===== src/rtl/lsu_pkg.sv =====
// Shared types, window defaults and request-decode helpers for the load/store unit.
// The optional LSU_TIMEOUT_EN build adds an ACCESS watchdog in lsu_core_port.
package lsu_pkg;

    localparam int unsigned DATA_W = 32;

    localparam logic [31:0] BASE_ADDR_DEF  = 32'h8100_0000;
    localparam logic [31:0] LIMIT_ADDR_DEF = 32'h8100_03FC;

    typedef enum logic [2:0] {
        SZ_B  = 3'b000,
        SZ_H  = 3'b001,
        SZ_W  = 3'b010,
        SZ_BU = 3'b100,
        SZ_HU = 3'b101
    } lsu_size_e;

    typedef logic [1:0] lsu_state_t;

    localparam lsu_state_t ST_IDLE   = 2'd0;
    localparam lsu_state_t ST_ACCESS = 2'd1;
    localparam lsu_state_t ST_DONE   = 2'd2;

    // Any reason the request must not reach memory: bad code, misalignment, outside window.
    function automatic logic lsu_fault(
        input logic [2:0]  size,
        input logic        we,
        input logic [31:0] addr,
        input logic [31:0] base,
        input logic [31:0] limit
    );
        logic bad_code;
        logic misalign;
        logic out_win;
        bad_code = 1'b0;
        misalign = 1'b0;
        case (size)
            SZ_B, SZ_BU: misalign = 1'b0;
            SZ_H, SZ_HU: misalign = addr[0];
            SZ_W:        misalign = (addr[1:0] != 2'b00);
            default:     bad_code = 1'b1;
        endcase
        if (we && size[2]) begin
            bad_code = 1'b1;
        end else begin
            bad_code = bad_code;
        end
        out_win = (addr < base) || ({1'b0, addr} > ({1'b0, limit} + 33'd3));
        return bad_code || misalign || out_win;
    endfunction

    function automatic logic [3:0] lsu_byte_en(input logic [2:0] size, input logic [1:0] off);
        logic [3:0] be;
        case (size[1:0])
            2'b00:   be = 4'b0001 << off;
            2'b01:   be = 4'b0011 << off;
            default: be = 4'b1111;
        endcase
        return be;
    endfunction

    function automatic logic [31:0] lsu_wdata(input logic [2:0] size, input logic [31:0] wd);
        logic [31:0] rep;
        case (size[1:0])
            2'b00:   rep = {4{wd[7:0]}};
            2'b01:   rep = {2{wd[15:0]}};
            default: rep = wd;
        endcase
        return rep;
    endfunction

endpackage


===== src/rtl/lsu_load_align.sv =====
// Load-data alignment: selects the addressed lane of the memory word and
// sign- or zero-extends it according to the load size.
module lsu_load_align
    import lsu_pkg::*;
(
    input  logic [31:0] mem_rd_i,
    input  logic [1:0]  off_i,
    input  logic [2:0]  size_i,
    output logic [31:0] rd_o
);

    logic [31:0] shifted_s;

    always_comb begin
        shifted_s = mem_rd_i >> {off_i, 3'b000};
        case (size_i)
            SZ_B:    rd_o = {{24{shifted_s[7]}}, shifted_s[7:0]};
            SZ_BU:   rd_o = {24'd0, shifted_s[7:0]};
            SZ_H:    rd_o = {{16{shifted_s[15]}}, shifted_s[15:0]};
            SZ_HU:   rd_o = {16'd0, shifted_s[15:0]};
            default: rd_o = shifted_s;
        endcase
    end

endmodule


===== src/rtl/lsu_core_port.sv =====
// Load/store unit initiator port: checks, issues and completes one core access.
// Define LSU_TIMEOUT_EN to abort an ACCESS that waits TIMEOUT cycles for MEM_READY.
module lsu_core_port
    import lsu_pkg::*;
#(
    parameter logic [31:0] BASE_ADDR  = BASE_ADDR_DEF,
    parameter logic [31:0] LIMIT_ADDR = LIMIT_ADDR_DEF
`ifdef LSU_TIMEOUT_EN
    , parameter int unsigned TIMEOUT  = 16
`endif
)
(
    input  logic        CLK,
    input  logic        RST,
    input  logic        CORE_REQ,
    input  logic        CORE_WE,
    input  logic [2:0]  CORE_SIZE,
    input  logic [31:0] CORE_ADDR,
    input  logic [31:0] CORE_WD,
    output logic [31:0] CORE_RD,
    output logic        STALL,
    output logic        ERR,
    output logic        MEM_REQ,
    output logic        MEM_WE,
    output logic [3:0]  MEM_BE,
    output logic [31:0] MEM_A,
    output logic [31:0] MEM_WD,
    input  logic [31:0] MEM_RD,
    input  logic        MEM_READY
);

    lsu_state_t  state_q, state_d;
    logic [1:0]  off_q, off_d;
    logic [2:0]  size_q, size_d;
    logic [31:0] rd_q, rd_d;
    logic        err_q, err_d;
    logic        mem_req_q, mem_req_d;
    logic        mem_we_q, mem_we_d;
    logic [3:0]  mem_be_q, mem_be_d;
    logic [31:0] mem_a_q, mem_a_d;
    logic [31:0] mem_wd_q, mem_wd_d;

    logic        fault_s;
    logic        timeout_s;
    logic [31:0] align_s;

    assign fault_s = lsu_fault(CORE_SIZE, CORE_WE, CORE_ADDR, BASE_ADDR, LIMIT_ADDR);

    lsu_load_align u_align (
        .mem_rd_i (MEM_RD),
        .off_i    (off_q),
        .size_i   (size_q),
        .rd_o     (align_s)
    );

`ifdef LSU_TIMEOUT_EN
    localparam logic [7:0] TO_LAST = 8'(TIMEOUT - 1);

    logic [7:0] to_cnt_q, to_cnt_d;

    always_comb begin
        if (state_q == ST_ACCESS) begin
            to_cnt_d = to_cnt_q + 8'd1;
        end else begin
            to_cnt_d = 8'd0;
        end
    end

    always_ff @(posedge CLK) begin
        if (RST) begin
            to_cnt_q <= 8'd0;
        end else begin
            to_cnt_q <= to_cnt_d;
        end
    end

    assign timeout_s = (state_q == ST_ACCESS) && !MEM_READY && (to_cnt_q == TO_LAST);
`else
    assign timeout_s = 1'b0;
`endif

    // MEM_* are loaded only from the captured request, so they stay frozen while waiting.
    always_comb begin
        state_d   = state_q;
        off_d     = off_q;
        size_d    = size_q;
        rd_d      = rd_q;
        err_d     = 1'b0;
        mem_req_d = mem_req_q;
        mem_we_d  = mem_we_q;
        mem_be_d  = mem_be_q;
        mem_a_d   = mem_a_q;
        mem_wd_d  = mem_wd_q;
        case (state_q)
            ST_IDLE: begin
                if (CORE_REQ) begin
                    off_d  = CORE_ADDR[1:0];
                    size_d = CORE_SIZE;
                    if (fault_s) begin
                        state_d = ST_DONE;
                        err_d   = 1'b1;
                    end else begin
                        state_d   = ST_ACCESS;
                        mem_req_d = 1'b1;
                        mem_we_d  = CORE_WE;
                        mem_be_d  = lsu_byte_en(CORE_SIZE, CORE_ADDR[1:0]);
                        mem_a_d   = {CORE_ADDR[31:2], 2'b00};
                        mem_wd_d  = lsu_wdata(CORE_SIZE, CORE_WD);
                    end
                end else begin
                    state_d = ST_IDLE;
                end
            end
            ST_ACCESS: begin
                if (MEM_READY) begin
                    state_d   = ST_DONE;
                    mem_req_d = 1'b0;
                    mem_we_d  = 1'b0;
                    mem_be_d  = 4'b0000;
                    if (!mem_we_q) begin
                        rd_d = align_s;
                    end else begin
                        rd_d = rd_q;
                    end
                end else if (timeout_s) begin
                    state_d   = ST_DONE;
                    err_d     = 1'b1;
                    mem_req_d = 1'b0;
                    mem_we_d  = 1'b0;
                    mem_be_d  = 4'b0000;
                end else begin
                    state_d = ST_ACCESS;
                end
            end
            ST_DONE: begin
                state_d = ST_IDLE;
            end
            default: begin
                state_d   = ST_IDLE;
                mem_req_d = 1'b0;
                mem_we_d  = 1'b0;
                mem_be_d  = 4'b0000;
            end
        endcase
    end

    always_ff @(posedge CLK) begin
        if (RST) begin
            state_q   <= ST_IDLE;
            off_q     <= 2'b00;
            size_q    <= 3'b000;
            rd_q      <= 32'd0;
            err_q     <= 1'b0;
            mem_req_q <= 1'b0;
            mem_we_q  <= 1'b0;
            mem_be_q  <= 4'b0000;
            mem_a_q   <= 32'd0;
            mem_wd_q  <= 32'd0;
        end else begin
            state_q   <= state_d;
            off_q     <= off_d;
            size_q    <= size_d;
            rd_q      <= rd_d;
            err_q     <= err_d;
            mem_req_q <= mem_req_d;
            mem_we_q  <= mem_we_d;
            mem_be_q  <= mem_be_d;
            mem_a_q   <= mem_a_d;
            mem_wd_q  <= mem_wd_d;
        end
    end

    assign STALL   = (state_q == ST_IDLE) ? CORE_REQ : (state_q == ST_ACCESS);
    assign CORE_RD = rd_q;
    assign ERR     = err_q;
    assign MEM_REQ = mem_req_q;
    assign MEM_WE  = mem_we_q;
    assign MEM_BE  = mem_be_q;
    assign MEM_A   = mem_a_q;
    assign MEM_WD  = mem_wd_q;

endmodule


===== config.mk =====
export PLATFORM = sky130hd
export DESIGN_NAME = lsu_core_port
export DESIGN_NICKNAME = d
export VERILOG_FILES = /design/src/rtl/lsu_pkg.sv /design/src/rtl/lsu_load_align.sv /design/src/rtl/lsu_core_port.sv
export SDC_FILE = /design/constraint.sdc
export NUM_CORES = 1
export LEC_CHECK = 0
export CAP_MARGIN = 20
export CORE_ASPECT_RATIO = 1.4
export CORE_MARGIN = 4
export CORE_UTILIZATION = 44
export CTS_CLUSTER_SIZE = 30
export DETAILED_ROUTE_END_ITERATION = 10
export PLACE_DENSITY = 0.81
export SETUP_SLACK_MARGIN = 0.02
export SLEW_MARGIN = 30
export SYNTH_ARGS = -nofsm -noshare
export SYNTH_HDL_FRONTEND = slang
export SYNTH_HIERARCHICAL = 1
export SYNTH_SLANG_ARGS = --single-unit

===== constraint.sdc =====
create_clock -name CLK -period 2.45 [get_ports CLK]
set_clock_uncertainty 0.05 [all_clocks]
set_input_delay 0.49 -clock CLK [delete_from_list [all_inputs] [get_ports CLK]]
set_output_delay 0.49 -clock CLK [all_outputs]
set_load 0.02 [all_outputs]

==> summary.md <==
| Metric | Value |
|---|---|
| Layout Cell Area excl Fill | `0.00780 sq mm` |
| GR Util met3 | `0.109` |
| Die height | `136 um` |
| Fin. Hold Viols | `0` |
| Dpl cell area | `0.00739 sq mm` |
| Sink Count | `108` |
| R2R Path Start | `off_q[0]$_SDFFE_PP0P_` |
| Yosys top cell area share | `0.418` |
| Achievable Freq | `0.419 GHz` |
| Cell Count, Final, Fillers Out | `953` |
| Async SR Flop Fraction | `0` |
| Most area-consuming cells after synthesis | `dfxtp_1 (42%), a21oi_1 (8.1%), nand2_1 (6.5%)` |
| Cell taking the most area after synthesis | `dfxtp_1` |
| Drt via density | `5.68` |
| Final Setup Violations | `0` |
| Initial Util | `0.454` |
| Grt met2 use | `0.446` |
| Cts hold-fix bufs | `0` |
| Beginning of the worst hold path | `RST` |
| Register clock-pin slew on the reported worst setup and hold paths | `70 ps` |
| Longest Clk Path Bufs | `2` |
| Post-synthesis sequential area ratio | `0.418` |
| Sw frac | `0.230` |
| EDFF count, synth | `0` |
| Pre-antenna DRT Iters | `5` |
| Worst-Skew Late Latency | `330 ps` |
| Diode count | `0` |
| Synth Instances | `620` |
| Max Slew Vio Count | `0` |
| Post-route minimum period | `2390 ps` |
| Layout cell share with drive strength beyond 1 | `0.104` |
| Comb pwr share | `0.144` |
| Final nets | `909` |
| Register-to-Register Path Depth | `6` |
| Wire per inst | `18.6 um` |
| CP Launch Type | `input port` |
| CTS Buf Count | `9` |
| Vias | `5,411` |
| P per Cell Area | `512 mW/mm^2` |
| Grt total ovfl | `0` |
| Place WS | `-306 ps` |
| Hold Path Sink | `MEM_REQ$_SDFFE_PP0P_` |
| Peak-usage layer in the global routing report | `met2` |
| Final ANT Viol Nets | `0` |
| Most common cell after layout, fill and taps aside | `clkdlybuf4s50_1` |
| I/O pin cnt | `208` |
| Largest net degree at the start of global routing | `42` |
| RD Place Congestion | `0.935` |
| First-pass GRT wire length | `27,500 um` |
| Syn_area_per_cell | `8.35 sq um` |
| Unrepaired setup endpoints after global routing | `false` |
| Antenna violations before repair | `0` |
| Placeable Area | `0.0114 sq mm` |
| PortBufs | `205` |
| Outcome | `finished, final reports clean` |
| Die Area | `0.0136 sq mm` |
| Synth Flop Type | `dfxtp_1` |
| LEAKAGE | `2.68 nW` |
| TritonCTS clock tree | `yes` |
| Clk network pwr share | `0.411` |
| DP Cell Count | `935` |
| Slew HR | `0.548` |
| Initial DRC Count | `240` |
| Routed WL | `17,700 um` |
| Root buf cell | `clkbuf_16` |
| Core Util, Final | `0.684` |
| Synth Cell Area | `0.00518 sq mm` |
| Overall Power | `3.99 mW` |
| P&R area growth vs syn | `50.7%` |
| Slew @ Worst Pin | `676 ps` |
| Worst Hold Class | `in -> reg` |
| Setup Crit Path Kind | `in -> reg` |
| Met1 GRT Util | `0.271` |
| Internal power | `3.07 mW` |
| Kind of end point of the critical path | `flip-flop` |
| Synth Warn # | `6` |
| Post-synthesis register bit count | `108` |
| WHS | `343 ps` |
| Row cnt | `46` |
| Final Cycle Share | `0.974` |
| Switching power | `918 uW` |
| Worst endpoint required time | `2600 ps` |
| Overall Global Routing Usage | `0.254` |
| Max Cap Violations | `0` |
| DP Wirelength | `12,600 um` |
| Final setup TNS | `0 ps` |
| Distinct cells, synth | `46` |
| FF-to-FF setup slack | `330 ps` |
| Worst flop-to-flop path endpoint | `CORE_RD[19]$_SDFFE_PP0P_` |
| Final worst-path setup slack | `63.5 ps` |
| Hold depth | `2` |
| Worst EP arrival | `2540 ps` |
| Flop pwr share | `0.445` |
| Most frequent cells in the layout | `clkdlybuf4s50_1 (204), dfxtp_1 (108), nand2_1 (89)` |
| Max FO, Critical Path | `40` |
| H-tree levels | `3` |
| Max VDD drop | `0.362 mV` |
| Die width | `99.7 um` |
| Residual DRC count | `0` |
| Vias in the first global route | `5,358` |
==> layer usage <==
metal / part of all wire / wire (um) / vias to the layer above
li1: - / - / 2574
met1: 0.36 / 6410 / 2522
met2: 0.50 / 8940 / 287
met3: 0.12 / 2090 / 28
met4: 0.017 / 303 / 0
met5: 0 / 0 / -
==> cell families (layout without fill, tap and decap cells) <==
| kind of cell | Yosys count | after routing | share of synthesized area |
|---|---|---|---|
| compound gates | 171 | 171 | 0.205 |
| mux | 49 | 49 | 0.0986 |
| other cells | 1 | 2 | 0.000724 |
| simple gates | 218 | 218 | 0.212 |
| buf+inv | 73 | 261 | 0.0660 |
| flops | 108 | 108 | 0.418 |
==> how the worst max path moves through the flow <==
stage	to	start
global route	MEM_WD[9]$_SDFFE_PP0P_	CORE_ADDR[16]
detailed placement	MEM_WD[18]$_SDFFE_PP0P_	CORE_ADDR[16]
floorplan	MEM_A[7]$_SDFFE_PP0P_	CORE_ADDR[16]
CTS	MEM_A[9]$_SDFFE_PP0P_	CORE_ADDR[16]
global placement	MEM_WD[26]$_SDFFE_PP0P_	CORE_ADDR[16]
finish	MEM_A[2]$_SDFFE_PP0P_	CORE_ADDR[16]
==> registers in the layout (all words and copies together), names as in the netlist <==
name     flops
state_q      2
off_q        2
CORE_RD     32
MEM_A       30
MEM_REQ      1
size_q       3
MEM_BE       4
ERR          1
MEM_WE       1
MEM_WD      32
==> synthesized netlist by cell type, types with 2 or more instances <==
cell	number
inv_1	9
nor2_1	36
nand2_1	89
clkbuf_1	43
nor3_1	2
nor4_1	2
mux2i_1	33
o21ai_0	15
or3_1	3
o41ai_1	2
nor2b_1	9
buf_2	9
buf_6	6
a211oi_1	14
a21oi_1	84
and2_1	20
o22ai_1	5
dfxtp_1	108
buf_1	3
nand4_1	41
o31ai_1	40
nor4b_1	2
nand2b_1	4
mux2_2	16
buf_4	3
o21ai_2	2
==> cell type report <==
cell class	count	area (sq um)
flip-flops and latches	108	2160
fillers	919	3600
multi-input cells	440	2740
clock inverters	4	97.6
inverters	9	33.8
clock buffers	11	243
well taps	144	180
repair buffers	237	2340
==> power groups by stage <==
stage               registers [mW]  clock network [mW]  logic [mW]
floorplan                     1.81                   0       0.293
global placement              1.81                   0       0.558
detailed placement            1.81                   0       0.563
CTS                           1.77                1.67       0.568
global route                  1.77                1.74       0.617
finish                        1.77                1.64       0.576
==> what timing repair did <==
| item | in CTS | in global routing |
|---|---|---|
| hold endpoints to repair | 0 | 0 |
| pin swaps | 0 | 1 |
| cloned | 0 | 1 |
| resized for setup | 1 | 6 |
| buffers inserted | 0 | 2 |
| endpoints found under the setup margin | 1 | 15 |
==> worst max-delay path: stages <==
cell             delay, ps
clkdlybuf4s50_1        400
or4_4                  540
or4b_4                 540
buf_12                 190
o31ai_1                240
a21oi_1                100
No activity file was read; power rests on OpenSTA's default activity.
